File: src/rtl/imem_pkg.sv
// Shared types and defaults for the instruction fetch controller.
// Imported by the FIFO, the interface users and the top.
package imem_pkg;

  localparam logic [31:0] RESET_PC_DEF   = 32'h0000_0000;
  localparam int unsigned IMEM_BYTES_DEF = 5120;
  localparam int unsigned FIFO_DEPTH_DEF = 2;

  typedef enum logic [1:0] {
    BOOT,
    RUN,
    FAULT
  } fetch_state_t;

  typedef struct packed {
    logic [31:0] pc;
    logic [31:0] instr;
  } fetch_entry_t;

  function automatic logic pc_legal(
    input logic [31:0] pc,
    input logic [31:0] last_pc
  );
    return (pc[1:0] == 2'b00) && (pc <= last_pc);
  endfunction

endpackage

File: src/rtl/imem_fetch_ctrl_if.sv
// Fetch controller bus: imem read port, redirect input,
// decode-side valid/ready output and fault reporting.
interface imem_fetch_ctrl_if;

  logic        imem_req;
  logic [31:0] imem_addr;
  logic [31:0] imem_rdata;
  logic        redirect_valid;
  logic [31:0] redirect_pc;
  logic        out_valid;
  logic        out_ready;
  logic [31:0] out_instr;
  logic [31:0] out_pc;
  logic        fault;
  logic [31:0] fault_pc;

  modport master (
    output imem_req, imem_addr,
    input  imem_rdata,
    input  redirect_valid, redirect_pc,
    output out_valid, out_instr, out_pc,
    input  out_ready,
    output fault, fault_pc
  );

  modport slave (
    input  imem_req, imem_addr,
    output imem_rdata,
    output redirect_valid, redirect_pc,
    input  out_valid, out_instr, out_pc,
    output out_ready,
    input  fault, fault_pc
  );

endinterface

File: src/rtl/fetch_fifo.sv
// Synchronous FIFO of fetch entries with flush.
// Push while full is accepted only together with a pop.
module fetch_fifo
  import imem_pkg::*;
#(
  parameter int unsigned DEPTH = FIFO_DEPTH_DEF,
  localparam int unsigned AW = $clog2(DEPTH)
) (
  input  logic         clk,
  input  logic         rst_n,
  input  logic         push_i,
  input  logic         pop_i,
  input  logic         flush_i,
  input  fetch_entry_t din_i,
  output logic [AW:0]  count_o,
  output logic         empty_o,
  output logic         full_o,
  output fetch_entry_t head_o
);

  logic [AW-1:0] wr_q, wr_d;
  logic [AW-1:0] rd_q, rd_d;
  logic [AW:0]   cnt_q, cnt_d;
  logic          do_push, do_pop;
  fetch_entry_t  mem_q [DEPTH];

  assign empty_o = (cnt_q == '0);
  assign full_o  = (cnt_q == (AW+1)'(DEPTH));
  assign do_pop  = pop_i && !empty_o;
  assign do_push = push_i && (!full_o || do_pop);
  assign count_o = cnt_q;
  assign head_o  = mem_q[rd_q];

  always_comb begin
    wr_d  = wr_q;
    rd_d  = rd_q;
    cnt_d = cnt_q;
    if (flush_i) begin
      wr_d  = '0;
      rd_d  = '0;
      cnt_d = '0;
    end else begin
      if (do_push) wr_d = wr_q + AW'(1);
      if (do_pop)  rd_d = rd_q + AW'(1);
      unique case ({do_push, do_pop})
        2'b10:   cnt_d = cnt_q + (AW+1)'(1);
        2'b01:   cnt_d = cnt_q - (AW+1)'(1);
        default: cnt_d = cnt_q;
      endcase
    end
  end

  always_ff @(posedge clk) begin
    if (!rst_n) begin
      wr_q  <= '0;
      rd_q  <= '0;
      cnt_q <= '0;
    end else begin
      wr_q  <= wr_d;
      rd_q  <= rd_d;
      cnt_q <= cnt_d;
    end
  end

  always_ff @(posedge clk) begin
    if (do_push && !flush_i) mem_q[wr_q] <= din_i;
  end

endmodule

File: src/rtl/imem_fetch_ctrl.sv
// PC sequencer for a 1-cycle-latency instruction memory,
// buffering fetched words for decode and reporting bad PCs.
module imem_fetch_ctrl
  import imem_pkg::*;
#(
  parameter logic [31:0] RESET_PC   = RESET_PC_DEF,
  parameter int unsigned IMEM_BYTES = IMEM_BYTES_DEF,
  parameter int unsigned FIFO_DEPTH = FIFO_DEPTH_DEF
) (
  input logic              clk,
  input logic              rst_n,
  imem_fetch_ctrl_if.master bus
);

  localparam int unsigned CW = $clog2(FIFO_DEPTH) + 1;
  localparam logic [31:0] LAST_PC = 32'(IMEM_BYTES - 4);

  fetch_state_t state_q, state_d;
  logic [31:0]  pc_q, pc_d;
  logic         infl_q, infl_d;
  logic [31:0]  infl_pc_q, infl_pc_d;
  logic         fault_q, fault_d;
  logic [31:0]  fault_pc_q, fault_pc_d;

  logic [CW-1:0] count;
  logic          empty, full;
  fetch_entry_t  head, push_entry;
  logic          redir, room, legal, issue, push, pop;

  // count + inflight already covers the slot the pending response will take
  assign redir = bus.redirect_valid && (state_q != BOOT);
  assign room  = !full && ((count + CW'(infl_q)) < CW'(FIFO_DEPTH));
  assign legal = pc_legal(pc_q, LAST_PC);
  assign issue = (state_q == RUN) && !redir && room && legal;
  assign push  = infl_q && !redir;
  assign pop   = !empty && bus.out_ready;

  assign push_entry.pc    = infl_pc_q;
  assign push_entry.instr = bus.imem_rdata;

  fetch_fifo #(.DEPTH(FIFO_DEPTH)) u_fifo (
    .clk     (clk),
    .rst_n   (rst_n),
    .push_i  (push),
    .pop_i   (pop),
    .flush_i (redir),
    .din_i   (push_entry),
    .count_o (count),
    .empty_o (empty),
    .full_o  (full),
    .head_o  (head)
  );

  always_comb begin
    state_d    = state_q;
    pc_d       = pc_q;
    infl_d     = issue;
    infl_pc_d  = pc_q;
    fault_d    = fault_q;
    fault_pc_d = fault_pc_q;
    unique case (state_q)
      BOOT: state_d = RUN;
      RUN: begin
        if (!redir && room && !legal) begin
          state_d    = FAULT;
          fault_d    = 1'b1;
          fault_pc_d = pc_q;
        end
      end
      FAULT:   state_d = FAULT;
      default: state_d = BOOT;
    endcase
    if (issue) pc_d = pc_q + 32'd4;
    if (redir) begin
      pc_d       = bus.redirect_pc;
      state_d    = RUN;
      fault_d    = 1'b0;
      fault_pc_d = '0;
    end
  end

  always_ff @(posedge clk) begin
    if (!rst_n) begin
      state_q    <= BOOT;
      pc_q       <= RESET_PC;
      infl_q     <= 1'b0;
      infl_pc_q  <= '0;
      fault_q    <= 1'b0;
      fault_pc_q <= '0;
    end else begin
      state_q    <= state_d;
      pc_q       <= pc_d;
      infl_q     <= infl_d;
      infl_pc_q  <= infl_pc_d;
      fault_q    <= fault_d;
      fault_pc_q <= fault_pc_d;
    end
  end

  assign bus.imem_req  = issue;
  assign bus.imem_addr = pc_q;
  assign bus.out_valid = !empty;
  assign bus.out_instr = empty ? 32'h0 : head.instr;
  assign bus.out_pc    = empty ? 32'h0 : head.pc;
  assign bus.fault     = fault_q;
  assign bus.fault_pc  = fault_pc_q;

endmodule

File: src/flat_wrapper.sv
// flat-port wrapper written by rule: the top's interface ports become plain ports
module imem_fetch_ctrl_flat import imem_pkg::*;
#(
  parameter logic [31:0] RESET_PC   = RESET_PC_DEF,
  parameter int unsigned IMEM_BYTES = IMEM_BYTES_DEF,
  parameter int unsigned FIFO_DEPTH = FIFO_DEPTH_DEF
)
  (clk, rst_n, bus_imem_req, bus_imem_addr, bus_imem_rdata, bus_redirect_valid, bus_redirect_pc, bus_out_valid, bus_out_instr, bus_out_pc, bus_out_ready, bus_fault, bus_fault_pc);
  imem_fetch_ctrl_if bus_i ();
  input logic clk;
  input logic rst_n;
  output wire logic [$bits(bus_i.imem_req)-1:0] bus_imem_req;
  output wire logic [$bits(bus_i.imem_addr)-1:0] bus_imem_addr;
  input wire logic [$bits(bus_i.imem_rdata)-1:0] bus_imem_rdata;
  input wire logic [$bits(bus_i.redirect_valid)-1:0] bus_redirect_valid;
  input wire logic [$bits(bus_i.redirect_pc)-1:0] bus_redirect_pc;
  output wire logic [$bits(bus_i.out_valid)-1:0] bus_out_valid;
  output wire logic [$bits(bus_i.out_instr)-1:0] bus_out_instr;
  output wire logic [$bits(bus_i.out_pc)-1:0] bus_out_pc;
  input wire logic [$bits(bus_i.out_ready)-1:0] bus_out_ready;
  output wire logic [$bits(bus_i.fault)-1:0] bus_fault;
  output wire logic [$bits(bus_i.fault_pc)-1:0] bus_fault_pc;
  assign bus_imem_req = bus_i.imem_req;
  assign bus_imem_addr = bus_i.imem_addr;
  assign bus_i.imem_rdata = bus_imem_rdata;
  assign bus_i.redirect_valid = bus_redirect_valid;
  assign bus_i.redirect_pc = bus_redirect_pc;
  assign bus_out_valid = bus_i.out_valid;
  assign bus_out_instr = bus_i.out_instr;
  assign bus_out_pc = bus_i.out_pc;
  assign bus_i.out_ready = bus_out_ready;
  assign bus_fault = bus_i.fault;
  assign bus_fault_pc = bus_i.fault_pc;
  imem_fetch_ctrl #(.RESET_PC(RESET_PC), .IMEM_BYTES(IMEM_BYTES), .FIFO_DEPTH(FIFO_DEPTH)) u_core (.clk(clk), .rst_n(rst_n), .bus(bus_i));
endmodule
File: config.mk
export PLATFORM = sky130hd
export DESIGN_NAME = imem_fetch_ctrl_flat
export DESIGN_NICKNAME = d
export VERILOG_FILES = /design/src/rtl/imem_pkg.sv /design/src/rtl/imem_fetch_ctrl_if.sv /design/src/rtl/fetch_fifo.sv /design/src/rtl/imem_fetch_ctrl.sv /design/src/flat_wrapper.sv
export SDC_FILE = /design/constraint.sdc
export NUM_CORES = 1
export LEC_CHECK = 0
export BUFFER_PORTS_ARGS = -buffer_cell sky130_fd_sc_hd__buf_2
export CAP_MARGIN = 15
export CORE_MARGIN = 8
export CORE_UTILIZATION = 55
export CTS_CLUSTER_SIZE = 14
export DETAILED_ROUTE_END_ITERATION = 6
export PLACE_DENSITY = 0.81
export SLEW_MARGIN = 15
export SYNTH_ARGS = -nofsm -noshare
export SYNTH_HDL_FRONTEND = slang
export SYNTH_SLANG_ARGS = --single-unit
File: constraint.sdc
create_clock -name clk -period 16.2 [get_ports clk]
set_clock_uncertainty 0.15 [all_clocks]
set_input_delay 4.86 -clock clk [delete_from_list [all_inputs] [get_ports clk]]
set_output_delay 4.86 -clock clk [all_outputs]
set_load 0.01 [all_outputs]
==> out/metrics.cfg, run 1 <==
[clocking]
postCtsHoldBufs = 0
cts_setup_buffers = 0
cts_tree = yes
post_cts_resized = 0
cts_made_buffers = 23
path_clk_slew_ns = 0.06
clkLatencyLatePin_ns = 0.49
cts.sinks = 233
cts-root-buf = clkbuf_16
clock_path_buffers = 3
ctsHtreeMaxLevel = 1

[setup_path]
start_kind = input pin
cp.required_ns = 11.19
critPathArrivalTime_ns = 6.09
path_cells = buf_2, nand2b_2, buf_4, o211ai_4, nor3_4, buf_2
cp_max_fo = 47
cp_slowest_stage_delay_ns = 0.42
worst-path-stages = 6
r2r_cells = 8
crit_type = input pin to primary output
crit_slowest_cell = buf_4
crit_top_cell = buf_2
cp-end-kind = primary output
crit_family = buffers and inverters
worst-path-buf-inv = 3

[floorplan]
rows = 46
dieArea_um2 = 20000
die_w_um = 141
initial_core_util_pct = 55.3
io_pins = 199
fp.dieH_um = 141
core_um2 = 15600

[grt]
grt_max_degree = 65
antenna_found_initial = 0
grtUsageTotal_pct = 19.1
grt_overflow_total = 0
grt_pass1_wl_um = 30400
first_global_vias = 5809

[logic_synthesis]
synth_top_area_cell = edfxtp_1
synth_common_cells = 128 x edfxtp_1, 110 x nor2_1, 105 x dfxtp_1
synthCells = 668
ys_seq_area_share_pct = 68.9
ys_ff_latch = 233
synth-simple-area-share_pct = 11.8
synth.distinct_cells = 39
yosys.area.top_type_share_pct = 44.5
yosys_warnings = 0
synth-edff-count = 128
yosysMostFrequentCell = edfxtp_1
synth.avg_cell_area_um2 = 12.9
synthXorXnorAreaFrac_pct = 0.913
synth_ff_type = edfxtp_1
synthMuxAreaShare_pct = 11.5
synth_top_family_by_area = simple AND/OR/NAND/NOR gates
synth_compound_area_share_pct = 3.78
syn_area_um2 = 8630
ys_top_cells_by_area = edfxtp_1 45%, dfxtp_1 24%, mux2i_1 11%
syn_nets = 739
async_flop_share_pct = 0
synth_fa_ha_area_share_pct = 0.435

[min_path]
hold_class = register to register
holdPathStages = 0

[detailed_routing]
antenna_left = 0
route.detailed.drc = 0
drt-initial-drc-count = 357
routedWlPerCell_um = 17.9
wl_um = 19600
vias_per_cell = 5.17
drtPass1Iterations = 6
num_vias = 5663

[cells_and_area]
fin_cells = 1095
syn2layout_area_growth_pct = 23.8
regArea_um2 = 5950
fillers = 1147
final_core_util_pct = 68.5
multiInputGateArea_um2 = 2490
drive_above_1_share_pct = 28.8
fin_nets = 933

[place]
place_ws_ns = 5.11
place_inst = 1053
place.gp.congestion = 0.780
port_buffers = 198
dp_hpwl_um = 12800

[sta]
setup_tns_ns = 0
setup_viol = 0
slew_headroom_pct = 22.8
fin_ws_ns = 5.10
worst_slew_pin_slew_ns = 1.16
fmax_ghz = 0.0901
drv_slew = 0
finalCritPeriodShare_pct = 68.5
fin_crit_ns = 11.10
hold_viol_final = 0
rsz0062_at_grt = false

[run_status]
status = complete, no violations

[power_and_ir_drop]
power_density_nw_per_um2 = 150
leakage_nw = 4.36
vdd.ir_drop.worst_v = 0.000120

[run]
maxCapViolations = 0

-- area by class of cell --
class / instances / area share, %
diodes: 1 / 0.0234
clock buffers: 30 / 5.72
clock inverters: 11 / 2.62
inverters: 10 / 0.351
multi-input cells: 389 / 23.3
flip-flops and latches: 233 / 55.7
well taps: 216 / 2.53
repair buffers: 205 / 9.76
-- registers in the layout (all words and copies together) (netlist names), 2 cells and up, named ones only --
signal and flops:
u_core.infl_pc_q 32, u_core.bus.fault_pc 32, u_core.u_fifo.mem_q 128, u_core.bus.imem_addr 32
u_core.state_q 2, u_core.u_fifo.count_o 2
-- layer usage --
| metal | vias up | global-route usage (%) | wire, um |
|---|---|---|---|
| met3 | 28 | 5.54 | 1810 |
| met1 | 2694 | 23.3 | 8160 |
| met2 | 211 | 32.8 | 9310 |
| met4 | 0 | 4.92 | 336 |
| met5 | - | 0 | 0 |
| li1 | 2730 | - | - |
-- placed cells by master, fill, tap and decap left out, types with 13 or more instances in the layout --
cell type,Yosys,final
a21oi_1,33,33
and2_1,29,29
buf_2,2,198
clkbuf_16,0,23
dfxtp_1,105,104
edfxtp_1,128,128
mux2i_1,99,99
nand2_1,48,48
nor2_1,110,107
o21ai_0,13,13
-- path summary, 6_finish.rpt --
check                                  start                                    to  slack, ns
min reg2reg  u_core.infl_pc_q[27]$_SDFF_PN0_  u_core.u_fifo.mem_q[0][59]$_DFFE_PP_       0.27
min          u_core.infl_pc_q[27]$_SDFF_PN0_  u_core.u_fifo.mem_q[0][59]$_DFFE_PP_       0.27
max                       bus_redirect_valid                          bus_imem_req       5.10
max reg2reg   u_core.state_q[0]$_SDFFE_PN0P_  u_core.u_fifo.mem_q[1][22]$_DFFE_PP_      12.77
-- power by group --
group          total (W)  internal, W  switching [W]
Combinational   0.000270     0.000102       0.000167
Sequential      0.000719     0.000674      0.0000454
Clock           0.000618     0.000409       0.000209
Total            0.00161      0.00119       0.000422
-- cells by family (layout without fill, tap and decap cells) --
logic type,count (synthesis),in the layout
flops,233,233
simple gates,221,221
mux,99,99
compound gates,57,57
buf+inv,46,256
xor+xnor,9,9
fa+ha+maj,3,3
other cells,0,1
-- worst register-to-register path: stages (launching register included) --
cell	delay [ns]
dfxtp_1	0.34
inv_1	0.07
ha_1	0.22
nand2b_2	0.14
buf_4	0.42
o311ai_0	0.23
buf_4	0.21
nor2_4	0.75
buf_4	0.54
-- per-stage QoR --
stage	power, W	instance area, um2	hold WS, ns
after floorplan	0.000918	8630	0.254
after global placement	0.000993	9790	0.254
after detailed placement	0.00100	9790	0.260
after CTS	0.00162	10700	0.273
after global routing	0.00167	10700	0.290
final	0.00161	10700	0.272
Power figures use the tool's default switching activity.
==> run 2, diff against run 1 <==
--- a/config.mk
+++ b/config.mk
@@ -8,10 +8,10 @@
 export BUFFER_PORTS_ARGS = -buffer_cell sky130_fd_sc_hd__buf_2
 export CAP_MARGIN = 15
 export CORE_MARGIN = 8
-export CORE_UTILIZATION = 55
+export CORE_UTILIZATION = 48
 export CTS_CLUSTER_SIZE = 14
 export DETAILED_ROUTE_END_ITERATION = 6
-export PLACE_DENSITY = 0.81
+export PLACE_DENSITY = 0.75
 export SLEW_MARGIN = 15
 export SYNTH_ARGS = -nofsm -noshare
 export SYNTH_HDL_FRONTEND = slang
==> constraint.sdc (replaced) <==
create_clock -name clk -period 9.8 [get_ports clk]
set_clock_uncertainty 0.15 [all_clocks]
set_input_delay 2.94 -clock clk [delete_from_list [all_inputs] [get_ports clk]]
set_output_delay 2.94 -clock clk [all_outputs]
set_load 0.01 [all_outputs]
==> run 2 against run 1 <==
Die area up 13%. Highest routed layer is now met5. Largest cell class unchanged. Largest power group unchanged. First-iteration DRC count down 25%. Core utilization down 9.5 points. Clock power up 30%. Via count down 0.28%. Hold slack worse by 0.0049 ns. Critical path type unchanged. Worst setup slack worse by 2.8 ns. Cell area down 1.8%.
==> out/metrics.cfg, run 2 (synthesis results as in run 1) <==
[detailed_routing]
wl_um = 20000  ; +2.0%
num_vias = 5647  ; -0.28%
drt-initial-drc-count = 268  ; -25%
antenna_left = 0  ; unchanged
routedWlPerCell_um = 18.1  ; +0.79%
route.detailed.drc = 0  ; unchanged
drtPass1Iterations = 5  ; -1
vias_per_cell = 5.10  ; -1.5%

[place]
place_inst = 1065  ; +1.1%
place.gp.congestion = 0.747  ; -4.2%
port_buffers = 198  ; unchanged
dp_hpwl_um = 13300  ; +3.6%
post_dp_cell_area_um2 = 9800  ; about the same

[power_and_ir_drop]
leakage_nw = 4.25  ; -2.3%
p_sw_w = 0.000689  ; +63%
power_density_nw_per_um2 = 232  ; +54%
internal_power_w = 0.00174  ; +47%
vdd.ir_drop.worst_v = 0.000185  ; +55%
p_clk_share_pct = 33.1  ; -5.4 points
finalPower_w = 0.00243  ; +51%
swShare_pct = 28.4  ; +2.1 points
power_frac_comb_pct = 18.1  ; +1.3 points
pwr-share-seq_pct = 48.8  ; +4.0 points

[run_status]
status = complete, no violations

[setup_path]
r2r_end = u_core.u_fifo.mem_q[1][48]$_DFFE_PP_
worst-path-buf-inv = 2  ; -1
start_kind = input pin
reg2reg_from = u_core.state_q[1]$_SDFFE_PP0P_
cp_max_fo = 47  ; unchanged
path_cells = buf_2, nand2b_2, o211ai_4, nor3_4, buf_2
crit_slowest_cell = nand2b_2
crit_top_cell = buf_2
r2r_cells = 7  ; -1
cp_slowest_stage_delay_ns = 0.62  ; +0.20 ns
crit_type = input pin to primary output
reg2reg_slack_ns = 6.10  ; -6.67 ns
cp.required_ns = 6.71  ; -4.48 ns
crit_family = simple AND/OR/NAND/NOR gates
cp-end-kind = primary output
critPathArrivalTime_ns = 4.41  ; -1.68 ns

[clocking]
cts_setup_buffers = 0  ; unchanged
ctsHtreeMaxLevel = 1  ; unchanged
path_clk_slew_ns = 0.06  ; about the same
clkLatencyLatePin_ns = 0.50  ; about the same
cts_made_buffers = 23  ; unchanged
postCtsHoldBufs = 0  ; unchanged
cts.sinks = 233  ; unchanged
post_cts_resized = 0  ; unchanged
cts_tree = yes
cts-root-buf = clkbuf_16
clock_path_buffers = 3  ; unchanged

[grt]
grt_max_degree = 65  ; unchanged
grt_overflow_total = 0  ; unchanged
first_global_vias = 5790  ; -0.33%
antenna_found_initial = 2  ; +2
grt_pass1_wl_um = 31000  ; +2.1%
grtUsageTotal_pct = 17.3  ; -1.8 points

[floorplan]
initial_core_util_pct = 48.6  ; -6.8 points
rows = 49  ; +6.5%
die_w_um = 150  ; +6.2%
core_um2 = 17800  ; +14%
dieArea_um2 = 22500  ; +13%
fp.dieH_um = 150  ; +6.2%
io_pins = 199  ; unchanged

[sta]
rsz0062_at_grt = false
slew_headroom_pct = 23.6  ; +0.85 points
fmax_ghz = 0.133
hold_viol_final = 0  ; unchanged
finalCritPeriodShare_pct = 76.6
setup_tns_ns = 0  ; unchanged
worst_slew_pin_slew_ns = 1.15  ; -0.0128 ns
setup_viol = 0  ; unchanged
drv_slew = 0  ; unchanged
fin_crit_ns = 7.50

[cells_and_area]
regArea_um2 = 5950  ; unchanged
largest_reg_flops = 128  ; unchanged
final_core_util_pct = 59.0  ; -9.5 points
final_cell_mix = 198 x buf_2, 128 x edfxtp_1, 107 x nor2_1
fin_nets = 932  ; -0.11%
multiInputGateArea_um2 = 2490  ; unchanged
final_common_cell = buf_2
syn2layout_area_growth_pct = 21.6
final_cell_area_um2 = 10500  ; -1.8%
fin_cells = 1108  ; +1.2%
top_register = u_core.u_fifo.mem_q
fillers = 1494  ; +30%
drive_above_1_share_pct = 28.0  ; -0.80 points

[run]
maxCapViolations = 0  ; unchanged

[min_path]
hold_class = register to register
hp-start = u_core.infl_pc_q[17]$_SDFF_PN0_
hold_path_end = u_core.u_fifo.mem_q[0][49]$_DFFE_PP_
holdPathStages = 0  ; unchanged

[run 2: how the worst max path moves through the flow]
stage / cells past startpoint / slack [ns] / from / end
detailed placement: 5 / 2.30 / bus_redirect_valid / bus_imem_req
global placement: 5 / 2.31 / bus_redirect_valid / bus_imem_req
global route: 5 / 2.17 / bus_redirect_valid / bus_imem_req
floorplan: 4 / 2.85 / bus_redirect_valid / u_core.u_fifo.mem_q[0][0]$_DFFE_PP_
finish: 5 / 2.30 / bus_redirect_valid / bus_imem_req
CTS: 5 / 2.29 / bus_redirect_valid / bus_imem_req
[run 2: stage by stage]
stage,setup WS [ns],hold slack [ns]
floorplan,2.85,0.254
global placement,2.31,0.255
detailed placement,2.30,0.261
CTS,2.29,0.270
global route,2.17,0.282
finish,2.30,0.268
[run 2: worst register-to-register path, cell delays in order, from the launching register on]
cell and delay [ns]:
dfxtp_1 0.31, inv_1 0.07, ha_1 0.23, nand2b_2 0.74, o311ai_0 0.29, buf_4 0.24
nor2_4 0.70, buf_4 0.56
[run 2: area by class of cell]
type | count | share of cell area [%]
sequential | 233 | 56.7
inverter | 10 | 0.358
tap | 229 | 2.73
multi-input combinational | 389 | 23.8
timing repair buffer | 204 | 9.87
clock buffer | 35 | 6.21
antenna | 1 | 0.0238
clock inverter | 7 | 0.334
[run 2: routing by layer]
metal | global-route usage, % | vias to the layer above | wire, um
li1 | - | 2734 | -
met1 | 21.9 | 2695 | 8650
met2 | 29.1 | 184 | 9410
met3 | 4.78 | 30 | 1630
met4 | 4.05 | 4 | 289
met5 | 0 | - | 27
[run 2: power by group through the flow]
| stage | Sequential, W | Combinational (W) | Clock, W |
|---|---|---|---|
| 2_1_floorplan | 0.00120 | 0.000316 | 0 |
| 6_report | 0.00119 | 0.000439 | 0.000804 |
| 5_1_grt | 0.00120 | 0.000484 | 0.000866 |
| 3_5_place_dp | 0.00121 | 0.000446 | 0 |
| 3_3_place_gp | 0.00120 | 0.000435 | 0 |
| 4_1_cts | 0.00119 | 0.000447 | 0.000825 |
==> run 3, diff against run 2 <==
--- a/config.mk
+++ b/config.mk
@@ -8,10 +8,10 @@
 export BUFFER_PORTS_ARGS = -buffer_cell sky130_fd_sc_hd__buf_2
 export CAP_MARGIN = 15
 export CORE_MARGIN = 8
-export CORE_UTILIZATION = 48
+export CORE_UTILIZATION = 53
 export CTS_CLUSTER_SIZE = 14
 export DETAILED_ROUTE_END_ITERATION = 6
-export PLACE_DENSITY = 0.75
+export PLACE_DENSITY = 0.79
 export SLEW_MARGIN = 15
 export SYNTH_ARGS = -nofsm -noshare
 export SYNTH_HDL_FRONTEND = slang
==> constraint.sdc (replaced) <==
create_clock -name clk -period 6.98 [get_ports clk]
set_clock_uncertainty 0.15 [all_clocks]
set_input_delay 2.094 -clock clk [delete_from_list [all_inputs] [get_ports clk]]
set_output_delay 2.094 -clock clk [all_outputs]
set_load 0.01 [all_outputs]
==> run 3 against run 2 <==
Combinational power increased by 41%. Sequential power increased by 40%. Global-route usage increased by 0.80 points. Critical path depth unchanged. Via count decreased by 0.62%. Highest routed layer is now met4. Cell area about the same. Critical path type unchanged.
==> out/metrics.cfg, run 3 (synthesis results as in run 1) <==
[clocking]
path_clk_slew_ns = 0.06  ; about the same
clock_path_buffers = 3  ; unchanged
postCtsHoldBufs = 0  ; unchanged
cts_made_buffers = 23  ; unchanged
clkLatencyLatePin_ns = 0.49  ; about the same
cts_tree = yes
cts.sinks = 233  ; unchanged
cts_setup_buffers = 0  ; unchanged
ctsHtreeMaxLevel = 1  ; unchanged
post_cts_resized = 0  ; unchanged
cts-root-buf = clkbuf_16

[detailed_routing]
num_vias = 5612  ; -0.62%
routedWlPerCell_um = 17.3  ; -4.1%
wl_um = 19000  ; -5.0%
antenna_left = 0  ; unchanged
drtPass1Iterations = 5  ; unchanged
vias_per_cell = 5.12  ; +0.38%
drt-initial-drc-count = 293  ; +9.3%
route.detailed.drc = 0  ; unchanged

[sta]
hold_viol_final = 0  ; unchanged
fin_ws_ns = 1.83  ; -0.472 ns
rsz0062_at_grt = false
fmax_ghz = 0.194
fin_crit_ns = 5.15
slew_headroom_pct = 26.0  ; +2.4 points
worst_slew_pin_slew_ns = 1.11  ; -0.0359 ns
setup_tns_ns = 0  ; unchanged
drv_slew = 0  ; unchanged
finalCritPeriodShare_pct = 73.8
setup_viol = 0  ; unchanged

[grt]
first_global_vias = 5742  ; -0.83%
grt_max_degree = 65  ; unchanged
grt_pass1_wl_um = 29400  ; -5.1%
grt_overflow_total = 0  ; unchanged
antenna_found_initial = 0  ; -2
grtUsageTotal_pct = 18.1  ; +0.80 points

[floorplan]
core_um2 = 15900  ; -11%
initial_core_util_pct = 54.3  ; +5.8 points
rows = 46  ; -6.1%
fp.dieH_um = 144  ; -4.3%
io_pins = 199  ; unchanged
die_w_um = 144  ; -4.3%
dieArea_um2 = 20600  ; -8.4%

[setup_path]
cp_max_fo = 10  ; -79%
crit_type = input pin to primary output
start_kind = input pin
cp-end-kind = primary output
cp.required_ns = 4.74  ; -1.97 ns
critPathArrivalTime_ns = 2.91  ; -1.50 ns

[power_and_ir_drop]
leakage_nw = 4.27  ; +0.34%
pwr-share-seq_pct = 49.2  ; +0.4 points
p_sw_w = 0.000958  ; +39%
p_clk_share_pct = 32.5  ; -0.6 points
swShare_pct = 28.3  ; -0.085 points
power_frac_comb_pct = 18.3  ; +0.2 points
internal_power_w = 0.00243  ; +40%
vdd.ir_drop.worst_v = 0.000214  ; +15%
power_density_nw_per_um2 = 323  ; +40%

[place]
place_ws_ns = 1.84  ; -0.466 ns
port_buffers = 198  ; unchanged
place.gp.congestion = 0.769  ; +2.8%
dp_hpwl_um = 12900  ; -3.0%

[cells_and_area]
final_cell_mix = 198 x buf_2, 128 x edfxtp_1, 107 x nor2_1
regArea_um2 = 5950  ; unchanged
multiInputGateArea_um2 = 2490  ; -0.20%
top_register = u_core.u_fifo.mem_q
final_common_cell = buf_2
drive_above_1_share_pct = 28.4  ; +0.36 points
num_antenna_cells = 0  ; -1
largest_reg_flops = 128  ; unchanged
syn2layout_area_growth_pct = 21.5  ; about the same
fillers = 1231  ; -18%
fin_nets = 936  ; +0.43%

[run]
maxCapViolations = 0  ; unchanged

[run_status]
status = complete, no violations

[min_path]
hold_class = register to register

-- run 3: per-layer routing --
layer	vias up	track usage, %	share of wire (%)
met5	-	0	0
met4	0	4.98	1.4
met1	2653	22.6	43
met3	19	5.94	9.7
met2	204	29.7	46
li1	2736	-	-
-- run 3: final cells by class --
type,count,area share [%]
well taps,216,2.58
flip-flops and latches,233,56.7
multi-input cells,389,23.7
inverters,10,0.358
repair buffers,208,10.2
clock inverters,10,0.453
clock buffers,31,5.97
-- run 3: path summary, 6_finish.rpt --
path	depth (start not counted)	endpoint	slack (ns)	from
worst max-delay path	5	bus_imem_req	1.83	bus_redirect_valid
worst min-delay path	0	u_core.u_fifo.mem_q[1][50]$_DFFE_PP_	0.27	u_core.infl_pc_q[18]$_SDFF_PN0_
worst max register to register	8	u_core.u_fifo.mem_q[0][28]$_DFFE_PP_	3.62	u_core.state_q[0]$_SDFFE_PN0P_
worst min register to register	0	u_core.u_fifo.mem_q[1][50]$_DFFE_PP_	0.27	u_core.infl_pc_q[18]$_SDFF_PN0_
-- run 3: power groups by stage --
stage	combinational, W	clock (W)	sequential, W
floorplan	0.000444	0	0.00169
global placement	0.000614	0	0.00169
detailed placement	0.000623	0	0.00170
CTS	0.000626	0.00113	0.00167
global route	0.000676	0.00119	0.00168
finish	0.000618	0.00110	0.00167
-- run 3: worst max-delay path: stages --
cell and delay (ns):
buf_2 0.10, nand2b_1 0.13, o211ai_4 0.17, nor3_4 0.22, buf_2 0.19
-- run 3: stage by stage --
stage / std cells / power [W] / hold WS, ns / utilization (%) / instance area (um2)
floorplan: 668 / 0.00213 / 0.254 / - / 8630
global placement: 1056 / 0.00230 / 0.254 / 61.8 / 9810
detailed placement: 1056 / 0.00232 / 0.262 / 61.8 / 9810
CTS: 1097 / 0.00342 / 0.274 / 66.0 / 10500
global route: 1097 / 0.00355 / 0.281 / 66.0 / 10500
finish: 1097 / 0.00339 / 0.273 / 66.0 / 10500
